[src/rtl/quad_pkg.sv]
// rtl/quad_pkg.sv - shared types and default limits for the RC receiver front ends
package quad_pkg;

  typedef enum logic [1:0] {
    WAIT_LOW  = 2'd0,
    WAIT_RISE = 2'd1,
    MEASURE   = 2'd2
  } rx_state_e;

  localparam int PW_W           = 12;
  localparam int PW_MIN_US      = 800;
  localparam int PW_MAX_US      = 2200;
  localparam int RX_TIMEOUT_US  = 50000;
  localparam int FILT_LEN_DEF   = 8;
  localparam int ONLINE_CNT_DEF = 3;

endpackage

[src/rtl/rx_deglitch.sv]
// rtl/rx_deglitch.sv - two-flop synchroniser plus hold-time filter with edge strobes
module rx_deglitch #(
  parameter int FILT_LEN = 8
) (
  input  logic i_clk,
  input  logic i_reset_n,
  input  logic i_rx,
  output logic o_level,
  output logic o_rise,
  output logic o_fall
);

  localparam int CW = (FILT_LEN > 1) ? $clog2(FILT_LEN) : 1;
  localparam logic [CW-1:0] CNT_LAST = CW'(FILT_LEN - 1);

  logic          r_sync1;
  logic          r_sync2;
  logic          r_level;
  logic          r_rise;
  logic          r_fall;
  logic [CW-1:0] r_cnt;
  logic          w_diff;
  logic          w_toggle;

  assign w_diff   = r_sync2 ^ r_level;
  assign w_toggle = w_diff && (r_cnt == CNT_LAST);

  // Level resets high so a pulse already in progress at startup is never measured.
  always_ff @(posedge i_clk or negedge i_reset_n) begin
    if (!i_reset_n) begin
      r_sync1 <= 1'b0;
      r_sync2 <= 1'b0;
      r_level <= 1'b1;
      r_cnt   <= '0;
      r_rise  <= 1'b0;
      r_fall  <= 1'b0;
    end else begin
      r_sync1 <= i_rx;
      r_sync2 <= r_sync1;
      r_rise  <= w_toggle & ~r_level;
      r_fall  <= w_toggle & r_level;
      if (!w_diff) begin
        r_cnt <= '0;
      end else if (w_toggle) begin
        r_cnt   <= '0;
        r_level <= ~r_level;
      end else begin
        r_cnt <= r_cnt + 1'b1;
      end
    end
  end

  assign o_level = r_level;
  assign o_rise  = r_rise;
  assign o_fall  = r_fall;

endmodule

[src/rtl/rc_pwm_capture.sv]
// rtl/rc_pwm_capture.sv - RC servo pulse width capture with range check and link health
module rc_pwm_capture
  import quad_pkg::*;
#(
  parameter int FILT_LEN   = FILT_LEN_DEF,
  parameter int PW_MIN     = PW_MIN_US,
  parameter int PW_MAX     = PW_MAX_US,
  parameter int TIMEOUT_US = RX_TIMEOUT_US,
  parameter int ONLINE_CNT = ONLINE_CNT_DEF
) (
  input  logic            i_clk,
  input  logic            i_reset_n,
  input  logic            i_stb_1m,
  input  logic            i_rx,
  output logic [PW_W-1:0] o_pw,
  output logic            o_new_pw,
  output logic            o_online,
  output logic            o_err
);

  localparam int GW = $clog2(ONLINE_CNT + 1);
  localparam logic [PW_W-1:0] PW_MIN_C  = PW_W'(PW_MIN);
  localparam logic [PW_W-1:0] PW_MAX_C  = PW_W'(PW_MAX);
  localparam logic [15:0]     TIMEOUT_C = 16'(TIMEOUT_US);
  localparam logic [GW-1:0]   GOOD_MAX  = GW'(ONLINE_CNT);

  logic            w_level;
  logic            w_rise;
  logic            w_fall;
  rx_state_e       r_state;
  rx_state_e       w_state_nxt;
  logic [PW_W-1:0] r_cnt;
  logic [PW_W-1:0] w_cnt_nxt;
  logic            w_commit;
  logic            w_reject;
  logic [PW_W-1:0] r_pw;
  logic            r_new_pw;
  logic            r_online;
  logic            r_err;
  logic [15:0]     r_timer;
  logic [GW-1:0]   r_good;
  logic [GW-1:0]   w_good_inc;

  rx_deglitch #(.FILT_LEN(FILT_LEN)) u_deglitch (
    .i_clk     (i_clk),
    .i_reset_n (i_reset_n),
    .i_rx      (i_rx),
    .o_level   (w_level),
    .o_rise    (w_rise),
    .o_fall    (w_fall)
  );

  always_ff @(posedge i_clk or negedge i_reset_n) begin
    if (!i_reset_n) begin
      r_state <= WAIT_LOW;
      r_cnt   <= '0;
    end else begin
      r_state <= w_state_nxt;
      r_cnt   <= w_cnt_nxt;
    end
  end

  // A strobe coinciding with the fall is dropped: the width is judged as counted so far.
  always_comb begin
    w_state_nxt = r_state;
    w_cnt_nxt   = r_cnt;
    w_commit    = 1'b0;
    w_reject    = 1'b0;
    case (r_state)
      WAIT_LOW: begin
        if (!w_level) w_state_nxt = WAIT_RISE;
      end
      WAIT_RISE: begin
        if (w_rise) begin
          w_state_nxt = MEASURE;
          w_cnt_nxt   = '0;
        end
      end
      MEASURE: begin
        if (w_fall) begin
          w_state_nxt = WAIT_RISE;
          if (r_cnt >= PW_MIN_C && r_cnt <= PW_MAX_C) w_commit = 1'b1;
          else                                        w_reject = 1'b1;
        end else if (r_cnt > PW_MAX_C) begin
          w_reject    = 1'b1;
          w_state_nxt = WAIT_LOW;
        end else if (i_stb_1m && r_cnt != '1) begin
          w_cnt_nxt = r_cnt + 1'b1;
        end
      end
      default: w_state_nxt = WAIT_LOW;
    endcase
  end

  assign w_good_inc = (r_good == GOOD_MAX) ? r_good : r_good + 1'b1;

  // A commit takes priority over a timeout expiring in the same cycle.
  always_ff @(posedge i_clk or negedge i_reset_n) begin
    if (!i_reset_n) begin
      r_pw     <= '0;
      r_new_pw <= 1'b0;
      r_online <= 1'b0;
      r_err    <= 1'b0;
      r_timer  <= '0;
      r_good   <= '0;
    end else begin
      r_new_pw <= w_commit;
      r_err    <= w_reject;
      if (w_commit) begin
        r_pw    <= r_cnt;
        r_timer <= '0;
        r_good  <= w_good_inc;
        if (w_good_inc == GOOD_MAX) r_online <= 1'b1;
      end else begin
        if (i_stb_1m && r_timer != '1) r_timer <= r_timer + 1'b1;
        if (w_reject) r_good <= '0;
        if (r_timer >= TIMEOUT_C) begin
          r_online <= 1'b0;
          r_good   <= '0;
        end
      end
    end
  end

  assign o_pw     = r_pw;
  assign o_new_pw = r_new_pw;
  assign o_online = r_online;
  assign o_err    = r_err;

endmodule

[config.mk]
export PLATFORM = sky130hd
export DESIGN_NAME = rc_pwm_capture
export DESIGN_NICKNAME = d
export VERILOG_FILES = /design/src/rtl/quad_pkg.sv /design/src/rtl/rx_deglitch.sv /design/src/rtl/rc_pwm_capture.sv
export SDC_FILE = /design/constraint.sdc
export NUM_CORES = 1
export LEC_CHECK = 0
export CORE_MARGIN = 1
export CORE_UTILIZATION = 32
export CTS_CLUSTER_DIAMETER = 150
export DETAILED_ROUTE_END_ITERATION = 12
export HOLD_SLACK_MARGIN = 0.03
export SLEW_MARGIN = 20
export SYNTH_ARGS = -nofsm -noshare
export SYNTH_HDL_FRONTEND = slang
export SYNTH_HIERARCHICAL = 1
export SYNTH_SLANG_ARGS = --single-unit
[constraint.sdc]
create_clock -name i_clk -period 4.4 [get_ports i_clk]
set_input_delay 0.88 -clock i_clk [delete_from_list [all_inputs] [get_ports i_clk]]
set_output_delay 0.88 -clock i_clk [all_outputs]
set_load 0.005 [all_outputs]
# Yosys cells after proc, flatten, opt, wreduce, memory -nomap -nowiden

Index checks and enable logic that the tools add are counted.

Add/sub/neg operators: 4
$lt $le $gt $ge: 4
Eq/ne operators: 14
Multiplexer cells: 28
Bitwise logic cells: 4
Reduce and logical (&&, ||, !) cells: 13

Operators by type and width:

| kind                  | count |
|---|---|
| $mux 12               | 4 |
| $mux 16               | 2 |
| $pmux 12 s2           | 1 |
| $add 16x1->16 const B | 1 |
| $ge 16x16->1 const B  | 1 |
| $mux 2                | 8 |
| $ne 16x16->1 const B  | 1 |
| $add 12x1->12 const B | 1 |
| $ge 12x10->1 const B  | 1 |
| $gt 12x12->1 const B  | 1 |
| $le 12x12->1 const B  | 1 |
| $ne 12x12->1 const B  | 1 |
| $mux 1                | 10 |
| $ne 2x2->1 const B    | 4 |
| $eq 2x2->1 const B    | 3 |
| $mux 3                | 2 |
| $pmux 2 s3            | 1 |
| $reduce_bool 2->1     | 3 |
| $reduce_and 5->1      | 1 |
| $logic_and 1x1->1     | 4 |
| $ne 2x1->1 const B    | 2 |
| $reduce_and 2->1      | 2 |
| $add 3x1->3 const B   | 1 |
| $eq 3x3->1 const B    | 1 |
| 9 further kinds       | 10 |

Bits in registers: 55
Input port bits: 4
Output and inout bits: 15
Logic and storage cells: 81

# Logic depth before layout (Yosys ltp)

Gate-level depths: netlist (run 1).

Depth after elaboration: 8
Mapped depth: 7

# By module

Netlist (run 1), hierarchy kept.

Modules (own cells, without submodules):

| module         | instances | cells an instance | area an instance (um^2) | seq. area each (um^2) |
|---|---|---|---|---|
| rc_pwm_capture | 1         | 248               | 2522.4                  | 1176.1 |
| rx_deglitch    | 1         | 17                | 290.3                   | 201.4 |

# Least setup slack after synthesis (run 1)

Ideal clock, no wire load.

Path type: input -> register
Start: input i_stb_1m
End: register r_timer[13]
Setup time: 0.077 ns
Data arrival time: 2.027 ns
Setup slack: 2.296 ns
Stages on the path: 5
Cell sequence: clkbuf_1 nand2_1 or3_1 or4_1 a21oi_1

Longest elaborated chain between the ends: 2

Ends and longest elaborated chain:

| item                        | line                  | RTL |
|---|---|---|
| from (decl)                 | rc_pwm_capture.sv:13  | `input logic i_stb_1m,` |
| $logic_and 1x1->1           | rc_pwm_capture.sv:115 | `if (i_stb_1m && r_timer != '1) r_timer <= r_timer + 1'b1;` |
| $reduce_bool 2->1 (no line) | n/a                   |  |
| to (signal assigned)        | rc_pwm_capture.sv:115 |  |
| to (decl)                   | rc_pwm_capture.sv:40  | `logic [15:0] r_timer;` |

Every way passes these cells.
A chain may end at the register's enable or synchronous reset.

==> results of run 1 <==
final cells by class:
| type | instances | share of cell area |
|---|---|---|
| sequential | 55 | 0.431 |
| multi-input combinational | 188 | 0.423 |
| timing repair buffer | 20 | 0.0595 |
| tap | 105 | 0.0411 |
| clock buffer | 6 | 0.0227 |
| inverter | 11 | 0.0129 |
| clock inverter | 1 | 0.00940 |
worst max-delay path, stage by stage:
cell and delay (ns):
clkdlybuf4s50_1 0.77, and3b_1 0.30, nand4_1 0.32, or4_1 0.50
a21oi_1 0.16
kinds of logic (layout without fill, tap and decap cells):
group	after synthesis	after routing
and+or+nand+nor	97	97
AOI/OAI and AO/OA	64	64
DFF	55	55
buffers and inverters	22	38
muxes	20	20
adders and majority gates	6	6
xor gates and xnor gates	1	1
worst paths after layout:
kind	from	endpoint	slack [ns]
max	i_stb_1m	r_cnt[5]	1.71
min	u_deglitch/r_sync1	u_deglitch/r_sync2	0.37
max reg2reg	r_cnt[9]	r_timer[4]	2.21
min reg2reg	u_deglitch/r_sync1	u_deglitch/r_sync2	0.37
max in group asynchronous	i_reset_n	o_pw[8]	3.24
min in group asynchronous	i_reset_n	r_cnt[4]	0.70
flip-flops by register name, summed over array words and instances (netlist names):
name / cells
o_pw: 12
r_cnt: 12
u_deglitch/o_level: 1
u_deglitch/r_sync1: 1
r_good: 2
u_deglitch/r_sync2: 1
u_deglitch/r_cnt: 3
o_new_pw: 1
r_timer: 16
u_deglitch/o_fall: 1
r_state: 2
u_deglitch/o_rise: 1
o_online: 1
o_err: 1
power groups by stage:
stage | clock, mW | combinational [mW] | sequential (mW)
6_report | 0.328 | 0.158 | 0.669
5_1_grt | 0.356 | 0.188 | 0.687
4_1_cts | 0.341 | 0.161 | 0.667
3_5_place_dp | 0 | 0.160 | 0.678
3_3_place_gp | 0 | 0.156 | 0.676
2_1_floorplan | 0 | 0.137 | 0.644
per-layer routing:
layer  wire length, µm  share of wire
met5                 0              0
met1              2710           0.50
met3               196          0.036
met2              2470           0.45
met4                91          0.017
stage by stage:
stage	instances	setup slack, ns	instance area (µm²)	utilization	power [mW]
2_1_floorplan	265	2.30	2810	-	0.780
3_3_place_gp	379	1.49	3090	0.371	0.832
3_5_place_dp	379	1.40	3090	0.371	0.838
4_1_cts	386	1.73	3190	0.383	1.17
5_1_grt	386	1.56	3190	0.383	1.23
6_report	386	1.71	3190	0.383	1.16
layout by cell type, fill, tap and decap left out, types with 2 or more instances in the layout:
cell             instances
nand3_1                  6
or2_2                    3
ha_1                     6
nor2_1                   8
clkbuf_8                 5
a211oi_1                 3
buf_4                    2
nand4_1                 10
o21a_1                   3
o311a_1                  3
nand2_1                 22
nor2b_1                  3
inv_1                   10
or3_1                    6
o31ai_1                 13
or3_4                    2
nand3b_1                 2
a21oi_1                 19
and3b_2                  2
nand2b_1                 3
nor4_1                   2
or4_1                   12
clkdlybuf4s50_1         17
o21ai_0                  8
nor3_1                   8
mux2_1                   3
mux2_2                  10
dfrtp_1                 54
mux2i_1                  7
and4_1                   3
o211ai_1                 3
==> results.py, run 1 <==
metrics = {
    "grt": {
        "grtUsageMet3": 0.0237,
        "grt_pass1_wl_um": 9890,
        "grt_max_degree": 56,
        "gr-total-overflow": 0,
        "met1_usage": 0.188,
        "grt_most_used_layer": "met2",
        "grt_usage": 0.137,
        "met2_track_demand_over_resource": 0.217,
        "grt_pass1_vias": 2054,
        "antenna_found_initial": 0,
    },
    "timing": {
        "grt_setup_unrepaired": "no",
        "setup_viol": 0,
        "hold_violation_count_in_the_final_report": 0,
        "timing.hold.ws_ns": 0.366,
        "setup_total_negative_slack_ns": 0,
        "post-route-period-util": 0.612,
        "relative_slew_slack": 0.531,
        "max_slew.worst_pin.slew_ns": 0.703,
        "timing.fmax_mhz": 371,
        "timing_max_transition_violations_final": 0,
        "finalCriticalPeriod_ns": 2.69,
        "final.setup_skew_ns": 0.0118,
    },
    "yosys": {
        "ys_ff_latch": 55,
        "synth_sequential_area_ratio": 0.490,
        "synth_fa_ha_area_frac": 0.0267,
        "post_synth_edffs": 0,
        "most_used_standard_cell_by_instance_count_after_synthesis": "dfrtp_1",
        "ys_async_sr_fraction": 1.00,
        "ys.warnings.count": 6,
        "yosys-mux-area-fraction": 0.0770,
        "ys_types": 50,
        "post_synth_inst_count": 265,
        "synth_top_family_by_area": "simple AND/OR/NAND/NOR gates",
        "post_synth_main_area_contributors": "dfrtp_1 (48%), mux2_2 (4.0%), o31ai_1 (3.5%)",
        "synth_xor_xnor_area_share": 0.00311,
        "synthesized_area_fraction_occupied_by_ao_oa_aoi_and_oai_cells": 0.170,
        "syn_area_um2": 2810,
        "yosys_most_used_dff": "dfrtp_1",
        "post_synth_and_or_nand_nor_area_fraction": 0.201,
        "netlist_top_cells_count": "dfrtp_1 (54), nand2_1 (22), a21oi_1 (19), o31ai_1 (13), or4_1 (12)",
        "netlist.top_cell.by_area": "dfrtp_1",
        "mappedNetlistNets": 275,
        "synth_top_area_frac": 0.480,
        "syn-mean-instance-area_um2": 10.6,
    },
    "clock_network": {
        "cts_made_buffers": 5,
        "clock_latency_ns": 0.31,
        "clk_root_buffer_cell": "clkbuf_8",
        "post_cts_resize_count": 0,
        "clock-sinks": 55,
        "cts-htree-levels": 2,
        "postCtsSetupBuffers": 0,
        "clock_tree.buffer_depth": 2,
        "clk_pin_slew_ns": 0.10,
        "cts_hold_buf": 0,
        "cts_tree": "done",
    },
    "power_and_ir_drop": {
        "seq_power_share": 0.579,
        "power.combinational.fraction": 0.137,
        "power.switching_fraction": 0.295,
        "power-per-cell-area_nw_per_um2": 362,
        "vdd_ir_drop_max_uv": 168,
        "cell_internal_pwr_uw": 814,
        "p_sw_uw": 341,
        "power.clock.fraction": 0.284,
        "p_leak_nw": 1.29,
    },
    "worst_hold_path": {
        "min_path_type": "reg -> reg",
        "holdPathStages": 0,
    },
    "route": {
        "dr.pass1.iters": 4,
        "vias_per_cell": 5.44,
        "drt_wl_total_um": 5470,
        "drc": 0,
        "first_iter_violations": 131,
        "vias": 2098,
        "antenna_violating_nets_post_route": 0,
        "route.detailed.wl_per_inst_um": 14.2,
    },
    "placement": {
        "weighted_congestion_reported_at_the_end_of_routability_driven_placement": 0.810,
        "port_buffers": 18,
        "dp_hpwl_um": 3720,
    },
    "layout": {
        "layout-drive-gt1-share": 0.135,
        "layout.nets": 291,
        "final.fill_count": 848,
        "area.sequential_um2": 1380,
        "flow.area_growth_from_synthesis_pct": 13.6,
        "multiInputGateArea_um2": 1350,
        "num_antenna_cells": 0,
    },
    "floorplanning": {
        "fp.dieH_um": 95.8,
        "die_x_um": 95.8,
        "die-area_um2": 9170,
        "std_cell_rows": 33,
        "top_level_ports": 19,
        "design.core.area_um2": 8340,
        "start_util": 0.337,
    },
    "critical_path": {
        "crit_arrival_ns": 2.93,
        "critPathKind": "in -> reg",
        "r2r_cells": 5,
        "worstSetupStartpointType": "primary input",
        "largest_driver_fanout_on_the_critical_path": 13,
        "critPathRequiredTime_ns": 4.64,
        "cp-end-kind": "flip-flop",
    },
    "run_status": {
        "run_status": "completed",
    },
    "flow_run": {
        "max_cap_viols": 0,
    },
}
No activity file was read; power rests on OpenSTA's default activity.
==> inputs of run 2 (changes only) <==
==> constraint.sdc (replaced) <==
create_clock -name i_clk -period 2.5 [get_ports i_clk]
set_input_delay 0.5 -clock i_clk [delete_from_list [all_inputs] [get_ports i_clk]]
set_output_delay 0.5 -clock i_clk [all_outputs]
set_load 0.005 [all_outputs]
==> run 2 against run 1 <==
  * Clock-buffer cell count grew 2
  * Final cell count grew 2.6%
  * Non-clock buffer count grew 9
  * Total power grew 75%
  * Via count grew 2.5%
  * Critical endpoint is now r_timer[4]
  * Clock skew is essentially flat
  * Sequential share of layout area shrank 1.0 points
  * Combinational power grew 110%
  * Setup slack lost 1.4 ns
  * Die area is the same
==> results.py, run 2 (same netlist as run 1, synthesis figures left out) <==
metrics = {
    "route": {
        "vias": 2150,
        "vias_per_cell": 5.43,
        "route.detailed.wl_per_inst_um": 14.1,
        "first_iter_violations": 114,
        "drt_wl_total_um": 5580,
        "antenna_violating_nets_post_route": 0,
        "drc": 0,
        "dr.pass1.iters": 4,
    },
    "placement": {
        "weighted_congestion_reported_at_the_end_of_routability_driven_placement": 0.786,
        "dp_hpwl_um": 3910,
        "port_buffers": 18,
    },
    "clock_network": {
        "clock_latency_ns": 0.30,
        "clk_root_buffer_cell": "clkbuf_8",
        "post_cts_resize_count": 0,
        "clock-sinks": 55,
        "clk_pin_slew_ns": 0.10,
        "postCtsSetupBuffers": 0,
        "cts_tree": "done",
        "cts_hold_buf": 0,
        "cts-htree-levels": 2,
        "clock_tree.buffer_depth": 2,
        "cts_made_buffers": 5,
    },
    "critical_path": {
        "critPathRequiredTime_ns": 2.68,
        "critPathKind": "reg -> reg",
        "largest_driver_fanout_on_the_critical_path": 17,
        "register_to_register_path_setup_slack_ns": 0.31,
        "cp-end-kind": "flip-flop",
        "critical_path.cell_chain": "or3_4 > o31ai_2 > nand2_2 > inv_2 > nor3_1",
        "crit_arrival_ns": 2.37,
        "timing.critical_path.slowest_stage_cell": "dfrtp_1",
        "critPathMaxStageDelay_ns": 0.48,
        "worstSetupStartpointType": "flip-flop",
    },
    "floorplanning": {
        "fp.dieH_um": 95.8,
        "die_x_um": 95.8,
        "die-area_um2": 9170,
        "start_util": 0.337,
        "top_level_ports": 19,
        "std_cell_rows": 33,
        "design.core.area_um2": 8340,
    },
    "grt": {
        "grt_max_degree": 33,
        "grt_pass1_vias": 2122,
        "grt_usage": 0.138,
        "antenna_found_initial": 0,
        "grt_pass1_wl_um": 9960,
        "gr-total-overflow": 0,
    },
    "power_and_ir_drop": {
        "report.power.total_mw": 2.02,
        "power-per-cell-area_nw_per_um2": 618,
        "p_leak_nw": 1.34,
        "power.combinational.fraction": 0.161,
        "power.switching_fraction": 0.301,
        "cell_internal_pwr_mw": 1.41,
        "vdd_ir_drop_max_uv": 318,
        "power.clock.fraction": 0.265,
        "p_sw_uw": 608,
        "seq_power_share": 0.574,
    },
    "layout": {
        "num_antenna_cells": 0,
        "largest_register": "r_timer",
        "largest_reg_flops": 16,
        "layout.cells.most_common_list": "dfrtp_1 (54), nand2_1 (22), a21oi_1 (19), clkdlybuf4s50_1 (17), o31ai_1 (13)",
        "flow.area_growth_from_synthesis_pct": 16.3,
        "layout_commonest_cell": "dfrtp_1",
        "layout.nets": 300,
        "layout-drive-gt1-share": 0.165,
    },
    "timing": {
        "max_slew.worst_pin.slew_ns": 0.556,
        "grt_setup_unrepaired": "no",
        "setup_total_negative_slack_ns": 0,
        "timing_max_transition_violations_final": 0,
        "timing.fmax_mhz": 457,
        "post-route-period-util": 0.876,
        "relative_slew_slack": 0.629,
        "setup_viol": 0,
        "final.setup_skew_ns": 0.0115,
        "hold_violation_count_in_the_final_report": 0,
        "finalCriticalPeriod_ns": 2.19,
    },
    "run_status": {
        "run_status": "completed",
    },
    "flow_run": {
        "max_cap_viols": 0,
    },
    "worst_hold_path": {
        "min_path_type": "in -> async",
    },
}
-- run 2: cell count changes in the layout (fill, tap and decap cells not counted) --
cell       before  now
buf_4           2   10
bufinv_16       1    0
buf_12          0    1
clkbuf_8        5    7
-- run 2: worst paths after layout --
kind                               startpoint  cells past startpoint                 end
max                                  r_cnt[8]                      5          r_timer[4]
min                                 i_reset_n                      1            r_cnt[4]
max reg2reg                          r_cnt[8]                      5          r_timer[4]
min reg2reg                u_deglitch/r_sync1                      0  u_deglitch/r_sync2
max in group asynchronous           i_reset_n                      2  u_deglitch/o_level
min in group i_clk         u_deglitch/r_sync1                      0  u_deglitch/r_sync2
-- run 2: area by class of cell --
type | instances | area (µm²)
fill | 834 | 5070
sequential | 55 | 1380
multi-input combinational | 188 | 1350
timing repair buffer | 29 | 270
tap | 105 | 131
clock buffer | 8 | 100
inverter | 11 | 41.3
-- run 2: power by group through the flow --
| stage | Clock (mW) | Combinational [mW] | Sequential, mW |
|---|---|---|---|
| 3_5_place_dp | 0 | 0.328 | 1.18 |
| 6_report | 0.536 | 0.325 | 1.16 |
| 4_1_cts | 0.557 | 0.330 | 1.16 |
| 3_3_place_gp | 0 | 0.318 | 1.17 |
| 2_1_floorplan | 0 | 0.240 | 1.13 |
| 5_1_grt | 0.587 | 0.382 | 1.18 |
-- run 2: critical path: cells and delay by family (launching register included) --
| family | cells | cell delay (ns) |
|---|---|---|
| AND/OR/NAND/NOR | 3 | 0.86 |
| AO/OA/AOI/OAI | 1 | 0.36 |
| flip-flops | 1 | 0.48 |
| buffers and inverters | 1 | 0.36 |
-- run 2: metrics by stage --
stage	instance area, µm²	utilization	worst slack (ns)	cells	hold slack (ns)
floorplan	2810	-	0.547	265	0.204
global placement	3170	0.380	0.156	388	0.334
detailed placement	3170	0.380	0.106	388	0.341
CTS	3270	0.392	0.266	396	0.201
global route	3270	0.392	0.156	396	0.217
finish	3270	0.392	0.309	396	0.174
-- run 2: routing by layer --
layer | routed length [µm] | part of all wire | track usage | vias to the layer above
met5 | 0 | 0 | 0 | -
met4 | 65 | 0.012 | 0.0410 | 0
met3 | 165 | 0.030 | 0.0213 | 5
met2 | 2490 | 0.45 | 0.218 | 29
met1 | 2870 | 0.51 | 0.196 | 1070
li1 | - | - | - | 1046
